## config.mk

```make
export PLATFORM = sky130hd
export DESIGN_NAME = generic_rr_pkt_arb
export DESIGN_NICKNAME = d
export VERILOG_FILES = /design/src/rtl/generic_rr_pkt_arb_pkg.sv /design/src/rtl/generic_ffs_fast.sv /design/src/rtl/generic_rr_pkt_arb.sv
export SDC_FILE = /design/constraint.sdc
export NUM_CORES = 1
export LEC_CHECK = 0
export BUFFER_PORTS_ARGS = -buffer_cell sky130_fd_sc_hd__clkbuf_2
export CAP_MARGIN = 20
export CORE_AREA = 2 2 71 73
export CTS_BUF_LIST = sky130_fd_sc_hd__clkbuf_4
export DETAILED_ROUTE_END_ITERATION = 8
export DIE_AREA = 0 0 73 75
export PLACE_DENSITY = 0.78
export SYNTH_ARGS = -nofsm -noshare
export SYNTH_HDL_FRONTEND = slang
export SYNTH_SLANG_ARGS = --single-unit
```

## constraint.sdc

```tcl
create_clock -name clk -period 3.63 [get_ports clk]
set_input_delay 0.9075 -clock clk [delete_from_list [all_inputs] [get_ports clk]]
set_output_delay 0.9075 -clock clk [all_outputs]
set_load 0.01 [all_outputs]
```

## src/rtl/generic_rr_pkt_arb_pkg.sv

```systemverilog
// Shared types for the round-robin packet arbiter.
// Holds the lock FSM state encoding.
package generic_rr_pkt_arb_pkg;

  typedef enum logic {
    IDLE   = 1'b0,
    LOCKED = 1'b1
  } arb_state_e;

endpackage

```

## src/rtl/generic_ffs_fast.sv

```systemverilog
// Find-first-set: reports whether any bit is set and its index.
// DIR_L2H=1 picks the lowest set bit, otherwise the highest.
module generic_ffs_fast #(
  parameter int WIDTH   = 4,
  parameter int SIZE    = 2,
  parameter bit DIR_L2H = 1'b1
) (
  input  logic [WIDTH-1:0] data_i,
  output logic             valid_o,
  output logic [SIZE-1:0]  index_o
);

  always_comb begin
    valid_o = |data_i;
    index_o = '0;
    if (DIR_L2H) begin
      for (int i = WIDTH - 1; i >= 0; i--) begin
        if (data_i[i]) index_o = SIZE'(i);
      end
    end else begin
      for (int i = 0; i < WIDTH; i++) begin
        if (data_i[i]) index_o = SIZE'(i);
      end
    end
  end

endmodule

```

## src/rtl/generic_rr_pkt_arb.sv

```systemverilog
// Round-robin packet arbiter: grants one requester per packet
// and holds the lock until that requester's last beat transfers.
module generic_rr_pkt_arb #(
  parameter int WIDTH      = 4,
  parameter int DATA_WIDTH = 32,
  parameter int SIZE       = (WIDTH > 1) ? $clog2(WIDTH) : 1
) (
  input  logic                            clk,
  input  logic                            reset,
  input  logic [WIDTH-1:0]                cfg_req_en,
  input  logic [WIDTH-1:0]                in_valid,
  input  logic [WIDTH-1:0][DATA_WIDTH-1:0] in_data,
  input  logic [WIDTH-1:0]                in_last,
  output logic [WIDTH-1:0]                in_ready,
  output logic                            out_valid,
  output logic [DATA_WIDTH-1:0]           out_data,
  output logic                            out_last,
  output logic [SIZE-1:0]                 out_src,
  input  logic                            out_ready,
  output logic                            busy
);

  import generic_rr_pkt_arb_pkg::*;

  arb_state_e      state_q, state_d;
  logic [SIZE-1:0] owner_q, owner_d;
  logic [SIZE-1:0] last_q, last_d;
  logic [SIZE-1:0] src_q, src_d;
  logic            busy_q, busy_d;

  logic [WIDTH-1:0] cand, mask, cand_m;
  logic             hit_m, hit_u;
  logic [SIZE-1:0]  idx_m, idx_u, winner;

  logic                  sel_valid, sel_last;
  logic [DATA_WIDTH-1:0] sel_data;
  logic                  locked, xfer;

  // Thermometer: only indices strictly above the last owner.
  always_comb begin
    mask = '0;
    for (int i = 0; i < WIDTH; i++) begin
      mask[i] = (i > int'(last_q));
    end
  end

  assign cand   = in_valid & cfg_req_en;
  assign cand_m = cand & mask;

  generic_ffs_fast #(
    .WIDTH   (WIDTH),
    .SIZE    (SIZE),
    .DIR_L2H (1'b1)
  ) u_ffs_masked (
    .data_i  (cand_m),
    .valid_o (hit_m),
    .index_o (idx_m)
  );

  generic_ffs_fast #(
    .WIDTH   (WIDTH),
    .SIZE    (SIZE),
    .DIR_L2H (1'b1)
  ) u_ffs_unmasked (
    .data_i  (cand),
    .valid_o (hit_u),
    .index_o (idx_u)
  );

  assign winner = hit_m ? idx_m : idx_u;

  always_comb begin
    sel_valid = 1'b0;
    sel_last  = 1'b0;
    sel_data  = '0;
    for (int i = 0; i < WIDTH; i++) begin
      if (owner_q == SIZE'(i)) begin
        sel_valid = in_valid[i];
        sel_last  = in_last[i];
        sel_data  = in_data[i];
      end
    end
  end

  // Reset kills the packet in the same cycle it is raised.
  assign locked    = (state_q == LOCKED) && !reset;
  assign out_valid = locked && sel_valid;
  assign out_data  = out_valid ? sel_data : '0;
  assign out_last  = locked && sel_last;
  assign xfer      = out_valid && out_ready;

  always_comb begin
    in_ready = '0;
    for (int i = 0; i < WIDTH; i++) begin
      in_ready[i] = locked && out_ready && (owner_q == SIZE'(i));
    end
  end

  always_comb begin
    state_d = state_q;
    owner_d = owner_q;
    last_d  = last_q;
    unique case (state_q)
      IDLE: begin
        if (|cand) begin
          state_d = LOCKED;
          owner_d = winner;
        end
      end
      LOCKED: begin
        if (xfer && sel_last) begin
          state_d = IDLE;
          last_d  = owner_q;
        end
      end
      default: state_d = IDLE;
    endcase
    busy_d = (state_d == LOCKED);
    src_d  = busy_d ? owner_d : '0;
  end

  always_ff @(posedge clk) begin
    if (reset) begin
      state_q <= IDLE;
      owner_q <= '0;
      last_q  <= SIZE'(WIDTH - 1);
      src_q   <= '0;
      busy_q  <= 1'b0;
    end else begin
      state_q <= state_d;
      owner_q <= owner_d;
      last_q  <= last_d;
      src_q   <= src_d;
      busy_q  <= busy_d;
    end
  end

  assign out_src = src_q;
  assign busy    = busy_q;

endmodule

```

# Word-level counts from Yosys, hierarchy flattened
# Cells that the tools add are included.
# word_totals
word_cells,57
out_inout_bits,41
register_bits,7
in_bits,143
# classes
n_eq_ne,3
n_lt_le_gt_ge,3
reduce_logical,16
bitwise_logic,4
muxes,27
# ops
op,count
2-to-1 mux 32 bit,5
2-to-1 mux 2 bit,11
logical AND 1 bit,10
2-to-1 mux 1 bit,10
bitwise AND 4 bit,2
OR reduction 4 bit,2
"equality test 2 bit, second input constant",2
"greater-than comparator 2 bit, first input constant",2
"equality test 2 x 1 -> 1 bit, second input constant",1
"greater-than comparator 1 x 2 -> 1 bit, first input constant",1
zero test 2 bit,1
inverter 1 bit,2
one-hot mux 1 bit (2 select lines),1
AND reduction 2 bit,1
OR reduction 2 bit,1
zero test 1 bit,1

# Logic depth before layout (Yosys ltp)
# Gate-level depths: netlist of run 1.
# depth
ltp_word,12
ltp_mapped,7
ltp_nobuf,5

# Cells and area by module
# A second synthesis of run 1 with hierarchy kept.
# unflattened
hier_cells,154
area_unflattened_um2,1634.1
# by_module_without_submodules
mod,area_per_inst_um2,seq_area_each_um2,cells_per_inst,instances
generic_rr_pkt_arb,1564.0,140.1,140,1
generic_ffs_fast,35.0,0.0,7,2

# Least setup slack after synthesis of run 1
# OpenSTA, ideal clock, no wires.
# synth_path
kind,input to output
from,in in_valid[3]
to,out out_data[10]
t_arrival_ns,1.816
required_ns,2.723
n_path_buf,1
path_slack_ns,0.906
path_stages,3
cell_sequence,mux4_2 > clkbuf_1 > and3_1
# synth_via
elab_chain_len,3
# synth_rtl
item,line,rtl
"start, declared",generic_rr_pkt_arb.sv:11,"input logic [WIDTH-1:0] in_valid,"
2-to-1 mux 1 bit,generic_rr_pkt_arb.sv:77,if (owner_q == SIZE'(i)) begin
logical AND 1 bit,generic_rr_pkt_arb.sv:87,assign out_valid = locked && sel_valid;
2-to-1 mux 32 bit,generic_rr_pkt_arb.sv:88,assign out_data = out_valid ? sel_data : '0;
"end, declared",generic_rr_pkt_arb.sv:16,"output logic [DATA_WIDTH-1:0] out_data,"
# No other way between the ends.

# Final worst setup path of run 1
# layout_path
from,in in_valid[1]
to,out out_data[12]
# layout_via
elab_chain_len,5
# layout_rtl
item,line
2-to-1 mux 1 bit (3 in series),generic_rr_pkt_arb.sv:77
logical AND 1 bit,generic_rr_pkt_arb.sv:87
2-to-1 mux 32 bit,generic_rr_pkt_arb.sv:88
# No other way between the ends.

==> results of run 1 <==
worst min-delay path by stage:
| stage | slack, ns | cells past startpoint | from | end |
|---|---|---|---|---|
| 3_5_place_dp | 0.54 | 2 | busy | out_src[1] |
| 2_1_floorplan | 0.51 | 1 | last_q[1] | last_q[1] |
| 3_3_place_gp | 0.54 | 2 | busy | out_src[1] |
| 5_1_grt | 0.58 | 2 | busy | out_src[1] |
| 4_1_cts | 0.55 | 2 | busy | out_src[1] |
| 6_report | 0.55 | 2 | busy | out_src[1] |
placed cells by master (no fill, tap or decap), types with 2 or more instances in the layout:
master    instances
a21oi_1           3
a311o_1           2
and3_1           33
buf_4             6
clkbuf_2        183
clkbuf_4          4
dfxtp_1           6
inv_1             2
mux2i_1           2
mux4_2           33
nand2_1          10
nand3_1           3
nand3b_1          2
nor2_1            5
nor3_1            2
o21ai_0           2
through the flow:
step / total power (uW) / area, sq um / setup slack [ns] / instances
4_1_cts: 478 / 2440 / 0.555 / 368
3_5_place_dp: 398 / 2410 / 0.551 / 364
5_1_grt: 508 / 2440 / 0.506 / 368
6_report: 474 / 2440 / 0.551 / 368
2_1_floorplan: 277 / 1460 / 0.906 / 136
3_3_place_gp: 392 / 2410 / 0.552 / 364
cell type report:
| class | count | area, sq um |
|---|---|---|
| Tap cell | 54 | 67.6 |
| Clock buffer | 4 | 30.0 |
| Multi-Input combinational cell | 112 | 1230 |
| Inverter | 2 | 7.51 |
| Timing Repair Buffer | 189 | 961 |
| Fill cell | 461 | 2220 |
| Sequential cell | 7 | 141 |
power by group:
part	leakage, uW	internal [uW]	total, uW	switching (uW)
Sequential	0.0000579	83.3	89.7	6.37
Clock	0.0000184	49.4	78.5	29.0
Combinational	0.00129	176	306	129
worst max-delay path, cell delays in order:
cell	delay, ns
clkbuf_2	0.11
mux4_2	0.73
and3_1	0.29
clkbuf_2	0.13
metal layers:
| metal | wire length [um] | vias to the layer above |
|---|---|---|
| met4 | 83 | 0 |
| met2 | 3300 | 114 |
| met5 | 0 | - |
| met1 | 2190 | 909 |
| met3 | 467 | 16 |
| li1 | - | 922 |
state kept, by name (all words and copies together), names as in the netlist:
signal   flops
last_q       2
owner_q      2
out_src      2
busy         1
logic make-up (layout without fill, tap and decap cells):
logic type             count (synthesis)  after routing  share of synthesized area
DFF                                    7              7                     0.0963
muxes                                 35             35                      0.525
and+or+nand+nor                       60             60                      0.231
AOI/OAI and AO/OA                     17             17                     0.0869
buffers and inverters                 17            195                     0.0611
==> results.tsv, run 1 <==
stage	metric	value	unit
status	status	finished clean	
worst_setup_path	crit-path max FO	36	
routing	Detail Route Antenna Nets	0	
logic_synthesis	Synth area leaders	mux4_2 51%, and3_1 14%, dfxtp_1 9.6%, nand2_1 2.6%, clkbuf_1 1.8%	
floorplanning	I/O pin total	184	
logic_synthesis	ys flop type	dfxtp_1	
clock_tree	CTS sink cnt	7	
timing	Worst-Margin Slew	0.527	ns
floorplanning	row cnt	25	
worst_setup_path	r2r startpoint	owner_q[0]	
logic_synthesis	synthesized area	1460	sq um
grt	GRT met1 Usage	0.230	
clock_tree	root buffer cell	clkbuf_4	
placed_design	DP Wirelength	5130	um
logic_synthesis	top cells by count, synth	33 x and3_1, 33 x mux4_2, 10 x nand2_1	
timing	Final Hold Viols	0	
logic_synthesis	share of flip-flops with an asynchronous set or reset	0	
worst_setup_path	Worst R2R End	last_q[0]	
logic_synthesis	Yosys Warn Count	0	
timing	post-route setup TNS	0	ns
logic_synthesis	EDFF count, synth	0	
grt	grt met3 use	0.0348	
routing	drt via density	5.33	
routing	Wirelength per Cell	16.4	um
worst_setup_path	Critical Path Sink	out_data[12]	
worst_setup_path	Startpoint Class	input pin	
grt	largest net degree at the start of global routing	37	
clock_tree	CTS tree	done	
timing	endpoints failing setup	0	
floorplanning	die area	5480	sq um
timing	skew final	0.00718	ns
worst_setup_path	reg2reg setup slack	1.75	ns
timing	Final Slew Violations	0	
floorplanning	Die H	75	um
logic_synthesis	synthesized area per cell	10.7	sq um
finish	ANT cells	0	
floorplanning	starting density of the core	0.312	
pwr	Lkg Pwr	0.00137	uW
grt	gr ovfl total	0	
routing	final WL	6050	um
logic_synthesis	register bit total from synthesis	7	
timing	Worst Hold Slack	0.548	ns
flow_run	Max Cap Viol	0	
finish	final core occ	0.523	
timing	RSZ-0062 raised after global routing	no	
logic_synthesis	Post-Syn Nets	279	
placed_design	PortBufs	183	
routing	Residual DRC	0	
clock_tree	H-tree depth	1	
placed_design	Placer Congestion	0.804	
timing	minimum clock period	3.08	ns
clock_tree	Hold Buf Count CTS	0	
routing	Pre-antenna DRT Iters	4	
routing	total number of vias	1961	
grt	first-pass GRT wire length	8720	um
worst_setup_path	Critical Path RT	2.72	ns
grt	Tot GR Track Use	0.200	
clock_tree	# Post-CTS Setup Buffers	0	
worst_hold_path	worst hold path type	reg2reg	
floorplanning	core area	4660	sq um
finish	Layout area overhead	67.4	%
grt	number of global-route vias before repair	1855	
logic_synthesis	Synth area leader	mux4_2	
timing	Fmax	0.325	GHz
logic_synthesis	Unique masters post-synth	31	
clock_tree	clock-pin slew on the worst setup and hold paths	0.05	ns
routing	DRT iter0 DRCs	90	
worst_setup_path	critical path type	in2out	
timing	Tcrit/Tclk final	0.848	
finish	proportion of layout cells with a drive suffix above 1	0.736	
grt	initial antenna violation count	0	
worst_setup_path	Crit. Startpoint	in_valid[1]	
finish	NumNets Final	458	
timing	Rel. slew slack	0.649	
grt	gr busiest metal	met2	
clock_tree	Longest Clk Path Bufs	2	
pwr	Max VDD drop	0.250	mV
grt	met2 Resource Use GR	0.387	
worst_setup_path	CP endpoint kind	output port	
worst_setup_path	R2R depth	3	
clock_tree	post-cts resize count	0	
logic_synthesis	Synth Instances	136	
clock_tree	Num CTS Buffers	3	
floorplanning	die width	73	um
worst_setup_path	WP data arrival	2.17	ns
logic_synthesis	Seq/Total Area, Yosys	0.0963	
pwr	power per cell area	195	nW/um^2
logic_synthesis	Yosys top cell area share	0.511	
clock_tree	Clock Latency Late Sink	0.26	ns
Power figures use the tool's default switching activity.
==> run 2, diff against run 1 <==
Settings changed: CORE_AREA 2 2 71 73 to unset, CORE_ASPECT_RATIO set to 1.1, CORE_UTILIZATION set to 30, DIE_AREA 0 0 73 75 to unset, PLACE_DENSITY 0.78 to 0.79.
Clock period 3.63 ns to 2.8 ns, I/O delays scaled along.
==> results.tsv, run 2 (synthesized netlist as in run 1, its figures left out) <==
stage	metric	value	unit
status	status	finished clean	
routing	drt via density	5.28	
grt	Tot GR Track Use	0.213	
finish	area of the multi-input gates	1230	sq um
floorplanning	row cnt	26	
pwr	Lkg Pwr	0.00138	uW
floorplanning	Die H	75.0	um
finish	most common cell after layout, fill and taps aside	clkbuf_2	
grt	gr ovfl total	0	
timing	skew final	0.00437	ns
grt	initial antenna violation count	0	
finish	final core occ	0.533	
worst_setup_path	critical path type	in2out	
clock_tree	Longest Clk Path Bufs	2	
timing	RSZ-0062 raised after global routing	no	
placed_design	PortBufs	183	
floorplanning	die width	68.4	um
floorplanning	starting density of the core	0.313	
timing	post-route setup TNS	0	ns
clock_tree	clock-pin slew on the worst setup and hold paths	0.05	ns
pwr	Max VDD drop	0.322	mV
placed_design	# placed instances	366	
routing	DRT iter0 DRCs	71	
worst_setup_path	most used cell, CP	clkbuf_2	
worst_setup_path	CP endpoint kind	output port	
routing	Pre-antenna DRT Iters	4	
grt	number of global-route vias before repair	1800	
finish	commonest cells after routing, fill and taps aside	183 x clkbuf_2, 33 x mux4_2, 33 x and3_1	
routing	Wirelength per Cell	16.4	um
worst_setup_path	crit path cell chain	clkbuf_2 > mux4_2 > buf_12 > and3_1 > clkbuf_2	
flow_run	Max Cap Viol	0	
placed_design	Placer Congestion	0.767	
worst_setup_path	Startpoint Class	input pin	
finish	ANT cells	0	
pwr	power per cell area	255	nW/um^2
timing	Tcrit/Tclk final	0.898	
placed_design	DP Wirelength	5150	um
timing	Fmax	0.398	GHz
clock_tree	H-tree depth	1	
routing	final WL	6080	um
floorplanning	die area	5130	sq um
clock_tree	# Post-CTS Setup Buffers	0	
finish	Layout area overhead	70.2	%
timing	minimum clock period	2.52	ns
worst_setup_path	Slowest cell on crit path	mux4_2	
clock_tree	Clock Latency Late Sink	0.25	ns
timing	Final Slew Violations	0	
finish	fillers	444	
routing	Residual DRC	0	
floorplanning	core area	4650	sq um
finish	register area	143	sq um
routing	total number of vias	1955	
finish	NumNets Final	458	
grt	first-pass GRT wire length	8150	um
worst_setup_path	WP data arrival	1.82	ns
clock_tree	CTS sink cnt	7	
finish	proportion of layout cells with a drive suffix above 1	0.739	
worst_setup_path	CP Buf/Inv Count	3	
finish	final non-filler cell total	370	
timing	Final Hold Viols	0	
clock_tree	post-cts resize count	0	
worst_setup_path	Critical Path RT	2.10	ns
worst_setup_path	reg2reg setup slack	1.03	ns
worst_setup_path	Max stage delay on crit path	0.48	ns
clock_tree	CTS tree	done	
worst_setup_path	crit-path max FO	36	
clock_tree	root buffer cell	clkbuf_4	
timing	Rel. slew slack	0.776	
timing	endpoints failing setup	0	
routing	Detail Route Antenna Nets	0	
grt	largest net degree at the start of global routing	39	
timing	Worst-Margin Slew	0.327	ns
worst_hold_path	worst hold path type	reg2reg	
clock_tree	Num CTS Buffers	3	
clock_tree	Hold Buf Count CTS	0	
floorplanning	I/O pin total	184	
worst_setup_path	CP top delay family	multiplexers	
==> run 2: changes by cell type in the layout (fill, tap and decap cells not counted) <==
cell	change
buf_12	+3
dfxtp_1	-1
buf_4	-3
dfxtp_2	+1
==> run 2: power by group <==
group          internal, uW  switching [uW]  leakage, uW
logic                   242             172      0.00130
registers               108            8.93    0.0000583
clock network          64.0            37.2    0.0000184
==> run 2: worst paths after layout <==
path	startpoint	endpoint	cells past startpoint
min	owner_q[1]	out_src[1]	2
min reg2reg	owner_q[1]	out_src[1]	2
max reg2reg	owner_q[0]	out_src[0]	6
max	in_valid[1]	out_data[14]	5
==> run 2: cell type report <==
class,count,area share
clock buffer,4,0.0121
multi-input combinational,112,0.496
sequential,7,0.0576
tap,56,0.0283
inverter,2,0.00303
timing repair buffer,189,0.403
==> run 2: tightest hold or removal path, stage by stage, from the launching register on <==
cell and delay (ns):
dfxtp_2 0.35, nand2_1 0.06, a21oi_1 0.06
==> run 2: stage by stage <==
step / area, sq um / total power, uW / hold WS, ns / setup WS [ns]
6_report: 2480 / 632 / 0.518 / 0.285
5_1_grt: 2480 / 674 / 0.551 / 0.188
4_1_cts: 2480 / 637 / 0.524 / 0.258
3_5_place_dp: 2450 / 534 / 0.517 / 0.293
3_3_place_gp: 2450 / 523 / 0.511 / 0.311
2_1_floorplan: 1460 / 359 / 0.505 / 0.491
==> run 2: metal layers <==
metal  up-vias  global-route usage  routed length, um
li1        921                   -                  -
met1       927               0.224               2150
met2        91               0.406               3270
met3        16              0.0439                507
met4         0              0.0833                146
met5         -                   0                  0
